<file path="config.mk">
export PLATFORM = sky130hd
export DESIGN_NAME = tt_um_koggestone_sub8_seq_flat
export DESIGN_NICKNAME = d
export VERILOG_FILES = /design/src/rtl/tt_um_koggestone_sub8_seq_if.sv /design/src/rtl/tt_um_koggestone_sub8_seq.sv /design/src/flat_wrapper.sv
export SDC_FILE = /design/constraint.sdc
export NUM_CORES = 1
export LEC_CHECK = 0
export CAP_MARGIN = 10
export CORE_MARGIN = 1.5
export CORE_UTILIZATION = 32
export CTS_BUF_LIST = sky130_fd_sc_hd__clkbuf_4 sky130_fd_sc_hd__clkbuf_8 sky130_fd_sc_hd__clkbuf_16
export DETAILED_ROUTE_END_ITERATION = 16
export GPL_TIMING_DRIVEN = 0
export PLACE_DENSITY_LB_ADDON = 0.1
export RECOVER_POWER = 25
export SYNTH_ARGS = -nofsm -noshare
export SYNTH_HDL_FRONTEND = slang
export SYNTH_SLANG_ARGS = --single-unit
</file>
<file path="constraint.sdc">
create_clock -name clk -period 2.4 [get_ports clk]
set_clock_uncertainty 0.05 [all_clocks]
set_input_delay 0.36 -clock clk [delete_from_list [all_inputs] [get_ports clk]]
set_output_delay 0.36 -clock clk [all_outputs]
set_load 0.02 [all_outputs]
</file>
<file path="src/rtl/tt_um_koggestone_sub8_seq_if.sv">
// Pin bundle of the sequential Kogge-Stone subtractor tile: operand bus, control pins and outputs.
// The master side drives the tile inputs; the slave side is the tile itself.
interface tt_um_koggestone_sub8_seq_if;
    logic       ena;
    logic [7:0] ui_in;
    logic [7:0] uio_in;
    logic [7:0] uo_out;
    logic [7:0] uio_out;
    logic [7:0] uio_oe;

    modport master (
        output ena, ui_in, uio_in,
        input  uo_out, uio_out, uio_oe
    );

    modport slave (
        input  ena, ui_in, uio_in,
        output uo_out, uio_out, uio_oe
    );
endinterface

</file>
<file path="src/rtl/tt_um_koggestone_sub8_seq.sv">
// Sequential A - B - bin: operands are strobed in over ui_in, and the difference is formed as
// A + ~B + ~bin through a Kogge-Stone prefix network pipelined across two or three clocks.
module tt_um_koggestone_sub8_seq #(
    parameter int WIDTH      = 8,
    parameter int REG_PREFIX = 1
) (
    input  logic                           clk,
    input  logic                           rst_n,
    tt_um_koggestone_sub8_seq_if.slave     bus
);

    localparam int         LAT  = 2 + REG_PREFIX;
    localparam logic [1:0] LAST = 2'(LAT - 1);

    typedef enum logic [1:0] {
        ST_IDLE     = 2'd0,
        ST_A_LOADED = 2'd1,
        ST_BUSY     = 2'd2,
        ST_DONE     = 2'd3
    } state_t;

    // One Kogge-Stone level: group generate over distance span.
    function automatic logic [WIDTH-1:0] ks_g(input logic [WIDTH-1:0] g,
                                              input logic [WIDTH-1:0] p,
                                              input int span);
        logic [WIDTH-1:0] gn;
        gn = g;
        for (int i = 0; i < WIDTH; i++) begin
            if (i >= span) gn[i] = g[i] | (p[i] & g[i - span]);
            else           gn[i] = g[i];
        end
        return gn;
    endfunction

    // One Kogge-Stone level: group propagate over distance span.
    function automatic logic [WIDTH-1:0] ks_p(input logic [WIDTH-1:0] p, input int span);
        logic [WIDTH-1:0] pn;
        pn = p;
        for (int i = 0; i < WIDTH; i++) begin
            if (i >= span) pn[i] = p[i] & p[i - span];
            else           pn[i] = p[i];
        end
        return pn;
    endfunction

    state_t            state_q, state_d;
    logic [WIDTH-1:0]  a_q, a_d, b_q, b_d;
    logic              bin_q, bin_d;
    logic [1:0]        cnt_q, cnt_d;
    logic              lda_prev_q, lda_prev_d, ldb_prev_q, ldb_prev_d;
    logic [WIDTH-1:0]  s0_g_q, s0_g_d, s0_p_q, s0_p_d;
    logic [WIDTH-1:0]  s1_g_q, s1_g_d, s1_gp_q, s1_gp_d, s1_p_q, s1_p_d;
    logic [WIDTH-1:0]  result_q, result_d;
    logic              borrow_q, borrow_d, zero_q, zero_d, ovf_q, ovf_d, done_q, done_d;

    logic              ld_a_s, ld_b_s, clr_s, bin_in_s, cin_s;
    logic              lda_edge_s, ldb_edge_s;
    logic [WIDTH-1:0]  g_in_s, p_in_s, g_fold_s;
    logic [WIDTH-1:0]  l1_g_s, l1_p_s, l2_g_s, l2_p_s;
    logic [WIDTH-1:0]  s1_g_s, s1_gp_s, s1_p_s, l3_g_s, diff_s;
    logic              unused_s;

    assign ld_a_s     = bus.uio_in[0];
    assign ld_b_s     = bus.uio_in[1];
    assign clr_s      = bus.uio_in[2];
    assign bin_in_s   = bus.uio_in[3];
    assign unused_s   = &{1'b0, bus.uio_in[7:4]};
    assign lda_edge_s = ld_a_s & ~lda_prev_q;
    assign ldb_edge_s = ld_b_s & ~ldb_prev_q;

    // S0 operands; the carry-in is folded into bit 0 so it acts as the bit -1 generate.
    assign cin_s    = ~bin_q;
    assign g_in_s   = a_q & ~b_q;
    assign p_in_s   = a_q ^ ~b_q;
    assign g_fold_s = {g_in_s[WIDTH-1:1], g_in_s[0] | (p_in_s[0] & cin_s)};

    assign l1_g_s = ks_g(s0_g_q, s0_p_q, 1);
    assign l1_p_s = ks_p(s0_p_q, 1);
    assign l2_g_s = ks_g(l1_g_s, l1_p_s, 2);
    assign l2_p_s = ks_p(l1_p_s, 2);

    // With REG_PREFIX=0 the S1 register is bypassed and level 3 follows level 2 directly.
    assign s1_g_s  = (REG_PREFIX != 0) ? s1_g_q  : l2_g_s;
    assign s1_gp_s = (REG_PREFIX != 0) ? s1_gp_q : l2_p_s;
    assign s1_p_s  = (REG_PREFIX != 0) ? s1_p_q  : s0_p_q;
    assign l3_g_s  = ks_g(s1_g_s, s1_gp_s, 4);
    assign diff_s  = s1_p_s ^ {l3_g_s[WIDTH-2:0], cin_s};

    // Next-state, operand capture, pipeline advance and result update.
    always_comb begin
        state_d    = state_q;
        a_d        = a_q;
        b_d        = b_q;
        bin_d      = bin_q;
        cnt_d      = cnt_q;
        lda_prev_d = lda_prev_q;
        ldb_prev_d = ldb_prev_q;
        s0_g_d     = s0_g_q;
        s0_p_d     = s0_p_q;
        s1_g_d     = s1_g_q;
        s1_gp_d    = s1_gp_q;
        s1_p_d     = s1_p_q;
        result_d   = result_q;
        borrow_d   = borrow_q;
        zero_d     = zero_q;
        ovf_d      = ovf_q;
        done_d     = done_q;

        if (!bus.ena) begin
            state_d = state_q;
        end else if (clr_s) begin
            lda_prev_d = ld_a_s;
            ldb_prev_d = ld_b_s;
            state_d    = ST_IDLE;
            a_d        = '0;
            b_d        = '0;
            bin_d      = 1'b0;
            cnt_d      = 2'd0;
            s0_g_d     = '0;
            s0_p_d     = '0;
            s1_g_d     = '0;
            s1_gp_d    = '0;
            s1_p_d     = '0;
            result_d   = '0;
            borrow_d   = 1'b0;
            zero_d     = 1'b0;
            ovf_d      = 1'b0;
            done_d     = 1'b0;
        end else begin
            lda_prev_d = ld_a_s;
            ldb_prev_d = ld_b_s;
            s0_g_d     = g_fold_s;
            s0_p_d     = p_in_s;
            s1_g_d     = l2_g_s;
            s1_gp_d    = l2_p_s;
            s1_p_d     = s0_p_q;
            case (state_q)
                ST_IDLE, ST_A_LOADED, ST_DONE: begin
                    if (lda_edge_s) begin
                        a_d     = bus.ui_in;
                        done_d  = 1'b0;
                        state_d = ST_A_LOADED;
                    end else if (ldb_edge_s) begin
                        b_d     = bus.ui_in;
                        bin_d   = bin_in_s;
                        cnt_d   = 2'd0;
                        done_d  = 1'b0;
                        state_d = ST_BUSY;
                    end else begin
                        state_d = state_q;
                    end
                end
                ST_BUSY: begin
                    if (cnt_q == LAST) begin
                        result_d = diff_s;
                        borrow_d = ~l3_g_s[WIDTH-1];
                        zero_d   = (diff_s == '0);
                        ovf_d    = (a_q[WIDTH-1] != b_q[WIDTH-1]) & (diff_s[WIDTH-1] != a_q[WIDTH-1]);
                        done_d   = 1'b1;
                        state_d  = ST_DONE;
                    end else begin
                        cnt_d = cnt_q + 2'd1;
                    end
                end
                default: state_d = ST_IDLE;
            endcase
        end
    end

    // State, operand, pipeline and output registers.
    always_ff @(posedge clk or negedge rst_n) begin
        if (!rst_n) begin
            state_q    <= ST_IDLE;
            a_q        <= '0;
            b_q        <= '0;
            bin_q      <= 1'b0;
            cnt_q      <= 2'd0;
            lda_prev_q <= 1'b0;
            ldb_prev_q <= 1'b0;
            s0_g_q     <= '0;
            s0_p_q     <= '0;
            s1_g_q     <= '0;
            s1_gp_q    <= '0;
            s1_p_q     <= '0;
            result_q   <= '0;
            borrow_q   <= 1'b0;
            zero_q     <= 1'b0;
            ovf_q      <= 1'b0;
            done_q     <= 1'b0;
        end else begin
            state_q    <= state_d;
            a_q        <= a_d;
            b_q        <= b_d;
            bin_q      <= bin_d;
            cnt_q      <= cnt_d;
            lda_prev_q <= lda_prev_d;
            ldb_prev_q <= ldb_prev_d;
            s0_g_q     <= s0_g_d;
            s0_p_q     <= s0_p_d;
            s1_g_q     <= s1_g_d;
            s1_gp_q    <= s1_gp_d;
            s1_p_q     <= s1_p_d;
            result_q   <= result_d;
            borrow_q   <= borrow_d;
            zero_q     <= zero_d;
            ovf_q      <= ovf_d;
            done_q     <= done_d;
        end
    end

    assign bus.uo_out  = result_q;
    assign bus.uio_out = {done_q, ovf_q, zero_q, borrow_q, 4'b0000};
    assign bus.uio_oe  = 8'hF0;

endmodule
</file>
<file path="src/flat_wrapper.sv">
// flat-port wrapper written by rule: the top's interface ports become plain ports
module tt_um_koggestone_sub8_seq_flat 
#(
    parameter int WIDTH      = 8,
    parameter int REG_PREFIX = 1
)
  (clk, rst_n, bus_ena, bus_ui_in, bus_uio_in, bus_uo_out, bus_uio_out, bus_uio_oe);
  tt_um_koggestone_sub8_seq_if bus_i ();
  input  logic clk;
  input  logic rst_n;
  input wire logic [$bits(bus_i.ena)-1:0] bus_ena;
  input wire logic [$bits(bus_i.ui_in)-1:0] bus_ui_in;
  input wire logic [$bits(bus_i.uio_in)-1:0] bus_uio_in;
  output wire logic [$bits(bus_i.uo_out)-1:0] bus_uo_out;
  output wire logic [$bits(bus_i.uio_out)-1:0] bus_uio_out;
  output wire logic [$bits(bus_i.uio_oe)-1:0] bus_uio_oe;
  assign bus_i.ena = bus_ena;
  assign bus_i.ui_in = bus_ui_in;
  assign bus_i.uio_in = bus_uio_in;
  assign bus_uo_out = bus_i.uo_out;
  assign bus_uio_out = bus_i.uio_out;
  assign bus_uio_oe = bus_i.uio_oe;
  tt_um_koggestone_sub8_seq #(.WIDTH(WIDTH), .REG_PREFIX(REG_PREFIX)) u_core (.clk(clk), .rst_n(rst_n), .bus(bus_i));
endmodule
</file>
# Word-level counts from Yosys, hierarchy flattened
# Cells that the tools add are included.
[word_totals]
ff_bits = 75
input_bits = 19
output_inout_bits = 24
elab_cells = 146
[op_classes]
add_sub_neg = 1
n_eq_ne = 12
n_mux = 43
bitwise = 60
n_reduce_logical = 13
[ops]
columns = ["operator", "count"]
rows = [
  ["8-bit two-way mux", 15],
  ["1-bit AND", 34],
  ["1-bit OR", 18],
  ["1-bit two-way mux", 17],
  ["2-bit two-way mux", 8],
  ["8-bit bitwise XOR", 2],
  ["2-bit nonzero test", 5],
  ["3-bit AND reduction", 3],
  ["8-bit AND", 1],
  ["8-bit logical NOT", 1],
  ["8-bit inverter", 1],
  ["2-bit case mux with 2 select lines", 2],
  ["4-bit AND reduction", 2],
  ["2-bit equality test (second input constant)", 3],
  ["3-bit by 2-bit != test with 1-bit output (second input constant)", 2],
  ["3-bit != test (second input constant)", 2],
  ["4-bit by 2-bit != test with 1-bit output (second input constant)", 1],
  ["1-bit inverter", 4],
  ["3-bit OR reduction", 1],
  ["2-bit by 1-bit adder with 2-bit output (second input constant)", 1],
  ["2-bit by 1-bit equality test with 1-bit output (second input constant)", 1],
  ["2-bit logical NOT", 1],
  ["1-bit != test", 2],
  ["2-bit != test (second input constant)", 1],
  ["1-bit case mux with 2 select lines", 1],
]

# Logic depth before layout (Yosys ltp)
# Gate-level depths: netlist (run 1).
[logic_depth]
ltp_word = 8
ltp_mapped = 7
depth_no_buf = 6

# Worst setup path before layout (run 1)
# No wires, ideal clock.
[synth_path]
path_type = "reg2reg"
startpoint = "reg u_core.ldb_prev_q"
endpoint = "reg u_core.b_q[0]"
setup_time_ns = 0.125
arrival_time_ns = 1.364
required_time_ns = 2.225
path_slack_ns = 0.862
path_stages_with_launch = 5
n_path_buf = 0
period_less_slack_ns = 1.538
path_cell_list = "dfrtp_1 and2b_1 a21oi_2 nor3_4 mux2_2"
[synth_via]
elab_chain_cells = 4
[synth_lines]
columns = ["element", "line", "text"]
rows = [
  ["start: declaration", "tt_um_koggestone_sub8_seq.sv:50", "logic lda_prev_q, lda_prev_d, ldb_prev_q, ldb_prev_d;"],
  ["start signal: assignment", "tt_um_koggestone_sub8_seq.sv:197", "ldb_prev_q <= ldb_prev_d;"],
  ["1-bit inverter", "tt_um_koggestone_sub8_seq.sv:69", "assign ldb_edge_s = ld_b_s & ~ldb_prev_q;"],
  ["1-bit AND", "tt_um_koggestone_sub8_seq.sv:69", ""],
  ["2-bit nonzero test (no line)", "-", ""],
  ["4-bit AND reduction (no line)", "-", ""],
  ["end signal: assignment", "tt_um_koggestone_sub8_seq.sv:175", "b_q <= '0;"],
  ["end signal: assignment", "tt_um_koggestone_sub8_seq.sv:193", "b_q <= b_d;"],
  ["end: declaration", "tt_um_koggestone_sub8_seq.sv:47", "logic [WIDTH-1:0] a_q, a_d, b_q, b_d;"],
]
# No other way between the ends.
# A chain may end at the register's enable or synchronous reset.

# Worst setup path in the final report (run 1)
[layout_path]
startpoint = "in bus_uio_in[1]"
endpoint = "reg u_core.b_q[2]"
[layout_via]
elab_chain_cells = 3
[layout_lines]
columns = ["element", "line", "text"]
rows = [
  ["start: declaration", "flat_wrapper.sv:13", "input wire logic [$bits(bus_i.uio_in)-1:0] bus_uio_in;"],
  ["1-bit AND", "tt_um_koggestone_sub8_seq.sv:69", ""],
  ["2-bit nonzero test (no line)", "-", ""],
  ["4-bit AND reduction (no line)", "-", ""],
]
# No other way between the ends.

==> metrics.md, run 1 <==
| Metric | Value |
|---|---|
| Outcome | complete, no violations |
| Global placer's final weighted congestion | 0.762 |
| Hpwl dp | approximately 5200 um |
| Seq/Total Area, Yosys | about 53% |
| Most frequent cells in the layout | dfrtp_1, inv_1, o21ai_0, clkdlybuf4s50_1, nand2_1 |
| Worst EP arrival | roughly 2100 ps |
| Clock buffer depth | 2 |
| VDD IR-drop max | between 0.2 and 0.3 mV |
| Worst min path class | flip-flop to flip-flop |
| CTS Hold Bufs | 1 |
| Hold Path Stages | 2 |
| Fraction of layout cells with a size suffix above 1 | about 17% |
| Worst-path clk slew | around 80 ps |
| Top_reg_cell synth | dfrtp_1 |
| Count of final hold-check violations | 0 |
| CTS Buf Count | 9 |
| Root Buffer | clkbuf_8 |
| Cells after Synth | a little over 300 |
| Fillers | approximately 1000 |
| H-tree depth | 3 |
| Most common cell after layout, fill and taps aside | dfrtp_1 |
| Mapped Area | between 3000 and 4000 um2 |
| # IOs | 43 |
| Slew at the pin closest to its max-slew limit | 889 ps |
| Die height | about 110 um |
| Total gr overflow | 0 |
| First-pass GRT wire length | ~12000 um |
| Antenna violations before repair | 0 |
| Critical-path maximum fanout | 10 |
| Setup WS pre-CTS | about 150 ps |
| Max_slew headroom | roughly two fifths |
| Min cycle time layout | roughly 1900 ps |
| Number of max-cap violations | 0 |
| Cell Pwr Density | ~700 nW/um2 |
| Number of core rows | 37 |
| Max Clk Rate | 517 MHz |
| Async set or reset register ratio after synthesis | between 90% and 100% |
| Area Overhead vs Synth | 19.9% |
| Postcts setup bufs | 0 |
| Highest Signal Layer | met4 |
| Vias in the first global route | roughly 2200 |
| Buffers on Ports | 24 |
| Initial core utilization | ~33% |
| WL met3 | between 200 and 300 um |
| Total track usage | 14.0% |
| Reg2reg path depth | 4 |
| DR WL met2 | between 3000 and 4000 um |
| Die area | roughly 11000 um2 |
| Fin nets | 381 |
| Clk Latency, worst-skew pair | roughly 340 ps |
| Post-CTS sizing | 0 |
| Clock sinks | between 70 and 80 |
| Yosys cell types | 38 |
| Leak pwr | about 1.8 nW |
| Routed wire length | between 7000 and 8000 um |
| Detail-routed via count per cell | around 4.5 |
| Warnings, synthesis | 0 |
| Final period util | between 80 and 90% |
| Vias | 2226 |
| Register area | about 1800 um2 |
| Routed length per instance | 14.7 um |
| ANT nets after route | 0 |
| Crit. End Element | flip-flop |
| RSZ-0062 raised after global routing | no |
| Width of the die | about 110 um |
| Final Power | about 0.0029 W |
| Remaining DRCs | 0 |
| First-pass iteration count of the detailed router | 4 |
| CTS tree | done |
| Number of flops mapped to enable cells by yosys | 0 |
| # diodes | 0 |
| Setup violators final | 0 |
| Largest net degree at the start of global routing | 39 |
| Worst Setup Slack, final | approximately 470 ps |
| Syn_area_per_cell | 10.9 um2 |
| Multi-input logic area | around 1300 um2 |
| Starting DRT DRC Count | 104 |
| Pins Over Slew Limit | 0 |
| Hold Slack | between 400 and 500 ps |
| Critical Path Start Type | input pin |
| Seq cells post-synth | just over 70 |
| Required @ worst endpoint | 2570 ps |
| Critical path class | input pin to flip-flop |
| WL met1 | approximately 3700 um |
| Core area | 10200 um2 |
final timing paths:
kind	startpoint	endpoint	slack (ps)
worst max-delay path	bus_uio_in[1]	u_core.b_q[2]	470
worst min-delay path	u_core.bus.uo_out[3]	u_core.bus.uo_out[3]	440
worst max register to register	u_core.ldb_prev_q	u_core.b_q[2]	590
worst min register to register	u_core.bus.uo_out[3]	u_core.bus.uo_out[3]	440
max in group asynchronous	rst_n	u_core.s0_g_q[7]	970
min in group asynchronous	rst_n	u_core.b_q[0]	620
layer usage:
layer  GRT usage (%)  up-vias
met5               0        -
met4            4.99        0
met3            2.97        4
met2            21.1       46
met1            19.8     1055
li1                -     1121
final cells by class:
class	instances	share of cell area (%)
well taps	136	4.24
flip-flops and latches	71	44.3
multi-input cells	189	33.0
inverters	28	2.62
clock buffers	12	3.81
repair buffers	26	6.61
clock inverters	4	1.12
plain buffers	28	4.30
sequential cells by signal, indices dropped and copies added (netlist names):
| signal | cells |
|---|---|
| u_core.a_q | 8 |
| u_core.b_q | 8 |
| u_core.bus.uo_out | 8 |
| u_core.s0_g_q | 8 |
| u_core.s0_p_q | 8 |
| u_core.s1_g_q | 8 |
| u_core.s1_p_q | 8 |
| u_core.s1_gp_q | 4 |
| u_core.cnt_q | 2 |
| u_core.state_q | 2 |
| u_core.bin_q | 1 |
| u_core.borrow_q | 1 |
| u_core.done_q | 1 |
| u_core.lda_prev_q | 1 |
| u_core.ldb_prev_q | 1 |
| u_core.ovf_q | 1 |
| u_core.zero_q | 1 |
worst max-delay path, cell delays in order:
cell	delay, ps
dlygate4sd3_1	540
and2b_1	170
a21oi_2	90
nor3_4	540
mux2_2	400
metrics by stage:
step           setup TNS, ps  utilization [%]  instances  area, um2
2_1_floorplan              0                -        316       3380
3_3_place_gp         -124850             37.1        476       3790
3_5_place_dp               0             37.2        477       3810
4_1_cts                    0             39.3        494       4020
5_1_grt                    0             39.2        494       4010
6_report                   0             39.2        494       4010
power breakdown:
part,internal (W),switching (W),leakage (nW)
clock network,0.000527,0.000432,0.107
logic,0.000221,0.000268,0.764
registers,0.00132,0.0000955,0.944
total,0.00207,0.000795,1.82
synthesized netlist by cell type, types with 6 or more instances:
master      n  area (um2)
inv_1      28         105
nor2b_1    10        62.6
mux2_2     18         203
ha_1        9         113
buf_4      17         128
o21ai_0    25         125
nor2_1      6        22.5
dfrtp_1    71        1780
buf_2       6        30.0
nand3b_1   14         105
xnor2_1     8        70.1
o31ai_1     7        52.6
o2bb2ai_1   8        70.1
a21oi_1    16        80.1
a22o_1      8        70.1
nand2_1    19        71.3
kinds of logic after synthesis:
kind of cell / count (synthesis) / share of synthesized area (%)
AOI/OAI and AO/OA: 74 / 14.4
buffers and inverters: 56 / 8.42
other: 2 / 0.225
xor gates and xnor gates: 9 / 2.36
and+or+nand+nor: 65 / 11.5
DFF: 71 / 53.1
muxes: 20 / 6.66
adders and majority gates: 9 / 3.37
No activity file was read; power rests on OpenSTA's default activity.
==> run 2, diff against run 1 <==
- clock period: 2.4 -> 1.62 ns (I/O delays scaled with it)
==> run 2 against run 1 <==
Compared with the run above: register-to-register slack got worse by 490 ps; die area unchanged; clock power increased by 48%; global-route usage about the same; cell area increased by 1.8%; sequential cell count unchanged; wire length increased by 0.83%; non-clock buffer count increased by 3; highest routed layer unchanged.
==> metrics.md, run 2 (synthesis gave the netlist of run 1 again) <==
| Metric | Value |
|---|---|
| Slew at the pin closest to its max-slew limit | 887 ps (was 889 ps) |
| # diodes | 0 (unchanged) |
| Vias | 2255 (was 2226) |
| Routed wire length | 7300 um (was 7240 um) |
| Pins Over Slew Limit | 0 (unchanged) |
| Fin nets | 384 (was 381) |
| Core area | 10200 um2 (unchanged) |
| Worst R2R Setup Slack | 100 ps (was 590 ps) |
| Most frequent cells in the layout | dfrtp_1, inv_1, o21ai_0, buf_4, nand2_1 (was dfrtp_1, inv_1, o21ai_0, clkdlybuf4s50_1, nand2_1) |
| Max Clk Rate | between 600 and 700 MHz |
| Dpl cell area | 3810 um2 (unchanged) |
| Reg2reg start | u_core.ldb_prev_q (unchanged) |
| Final period util | between 90% and 100% |
| Post-Layout Cell Count | 497 (was 494) |
| Outcome | complete, no violations (unchanged) |
| RSZ-0062 raised after global routing | no (unchanged) |
| Global placer's final weighted congestion | 0.762 (unchanged) |
| Fraction of layout cells with a size suffix above 1 | 18.8% (was 17.3%) |
| Clk Latency, worst-skew pair | 340 ps (about the same) |
| # IOs | 43 (unchanged) |
| Register area | 1780 um2 (unchanged) |
| Total gr overflow | 0 (unchanged) |
| Vias in the first global route | 2204 (was 2192) |
| Routed length per instance | 14.7 um (about the same) |
| Global route hottest layer | met2 (unchanged) |
| Critical path class | flip-flop to flip-flop (was input pin to flip-flop) |
| First-pass iteration count of the detailed router | 4 (unchanged) |
| Cell Pwr Density | 1050 nW/um2 (was 715 nW/um2) |
| Number of core rows | 37 (unchanged) |
| RR Endpoint | u_core.b_q[2] (unchanged) |
| Required @ worst endpoint | 1790 ps (was 2570 ps) |
| Placed instance count | 477 (unchanged) |
| Die area | 11100 um2 (unchanged) |
| ANT nets after route | 0 (unchanged) |
| Setup violators final | 0 (unchanged) |
| Remaining DRCs | 0 (unchanged) |
| Fin util | 39.9% (was 39.2%) |
| Fillers | 1027 (was 1031) |
| Multi-input logic area | 1340 um2 (was 1320 um2) |
| Met1 usage | 19.8% (about the same) |
| Starting DRT DRC Count | 94 (was 104) |
| VDD IR-drop max | 0.395 mV (was 0.266 mV) |
| Total track usage | 14.0% (about the same) |
| Min cycle time layout | roughly 1500 ps |
| CTS tree | done (unchanged) |
| Worst EP arrival | 1690 ps (was 2100 ps) |
| Hpwl dp | 5250 um (unchanged) |
| H-tree depth | 3 (unchanged) |
| Initial core utilization | 32.7% (unchanged) |
| Root Buffer | clkbuf_8 (unchanged) |
| Most common cell after layout, fill and taps aside | dfrtp_1 (unchanged) |
| Critical-path maximum fanout | 10 (unchanged) |
| Largest net degree at the start of global routing | 39 (unchanged) |
| First-pass GRT wire length | 11800 um (about the same) |
| Final instance area | 4090 um2 (was 4010 um2) |
| Worst min path class | input pin to flip-flop (was flip-flop to flip-flop) |
| Detail-routed via count per cell | 4.54 (was 4.51) |
| Worst-path clk slew | 70 ps (was 80 ps) |
| Die height | 105 um (unchanged) |
| Max_slew headroom | 40.9% (was 40.7%) |
| Reg2reg path depth | 5 (was 4) |
| Clock buffer depth | 2 (unchanged) |
| Critical path startpoint | u_core.ldb_prev_q (was bus_uio_in[1]) |
| Area Overhead vs Synth | 22.1% (was 19.9%) |
| CTS Buf Count | 9 (unchanged) |
| Leak pwr | 1.98 nW (was 1.82 nW) |
| Number of max-cap violations | 0 (unchanged) |
| Met2 Usage GRT | 21.2% (was 21.1%) |
| Buffers on Ports | 24 (unchanged) |
| CP endpoint | u_core.b_q[2] (unchanged) |
| Antenna violations before repair | 0 (unchanged) |
| Count of final hold-check violations | 0 (unchanged) |
| Global routing met3 resource utilization | 2.97% (unchanged) |
| Critical Path Start Type | flip-flop (was input pin) |
| Crit. End Element | flip-flop (unchanged) |
| Width of the die | 105 um (unchanged) |
| Clock sinks | 71 (unchanged) |
| Final Power | 0.00428 W (was 0.00287 W) |
==> run 2: cell types whose count changed in the layout (fill, tap and decap cells not counted), moves of 2 or more <==
cell / change
dlymetal6s2s_1: +6
buf_12: +2
buf_4: +3
dlygate4sd2_1: +6
clkdlybuf4s50_1: -11
==> run 2: worst max-delay path: stages (launching register included) <==
cell and delay (ps):
dfrtp_1 370, and2b_1 230, a21oi_2 90, nor3_4 160
buf_12 160, mux2_2 330
==> run 2: metal layers <==
layer | vias to the layer above | share of wire, %
met4 | 0 | 0.99
met2 | 49 | 44
met5 | - | 0
met3 | 5 | 3.5
met1 | 1073 | 51
li1 | 1128 | -
==> run 2: worst min path at each step <==
stage / from / endpoint / slack [ps] / cells after the start
2_1_floorplan: rst_n / u_core.a_q[0] / -100 / 0
3_3_place_gp: u_core.bus.uo_out[4] / u_core.bus.uo_out[4] / 420 / 2
3_5_place_dp: rst_n / u_core.b_q[0] / 180 / 1
4_1_cts: bus_ena / u_core.ldb_prev_q / 200 / 2
5_1_grt: bus_ena / u_core.ldb_prev_q / 220 / 2
6_report: bus_ena / u_core.ldb_prev_q / 220 / 2
==> run 2: layout make-up <==
type	count	share of cell area [%]
Multi-Input combinational cell	189	32.7
Inverter	28	2.57
Timing Repair Buffer	29	7.84
Sequential cell	71	43.5
Tap cell	136	4.17
Buffer	28	4.38
Clock inverter	4	1.10
Clock buffer	12	3.74
==> run 2: stage by stage <==
step	worst slack, ps	setup TNS, ps	hold slack (ps)
global route	23.5	0	217
detailed placement	-512	-8800	183
finish	97.1	0	219
floorplan	81.7	0	-103
CTS	3.96	0	197
global placement	-2420	-180370	420
==> run 2: power breakdown <==
part	total [W]	switching (W)	leakage (nW)	internal [W]
sequential	0.00210	0.000142	0.944	0.00196
combinational	0.000753	0.000405	0.932	0.000348
clock	0.00142	0.000639	0.107	0.000781
==> run 2: repair_timing <==
action / CTS / global route
buffers inserted: 2 / 1
setup endpoints to repair: 24 / 17
pin swaps: 1 / 1
hold buffers: 1 / 0
gates resized for setup: 8 / 9
hold endpoints to repair: 33 / 0
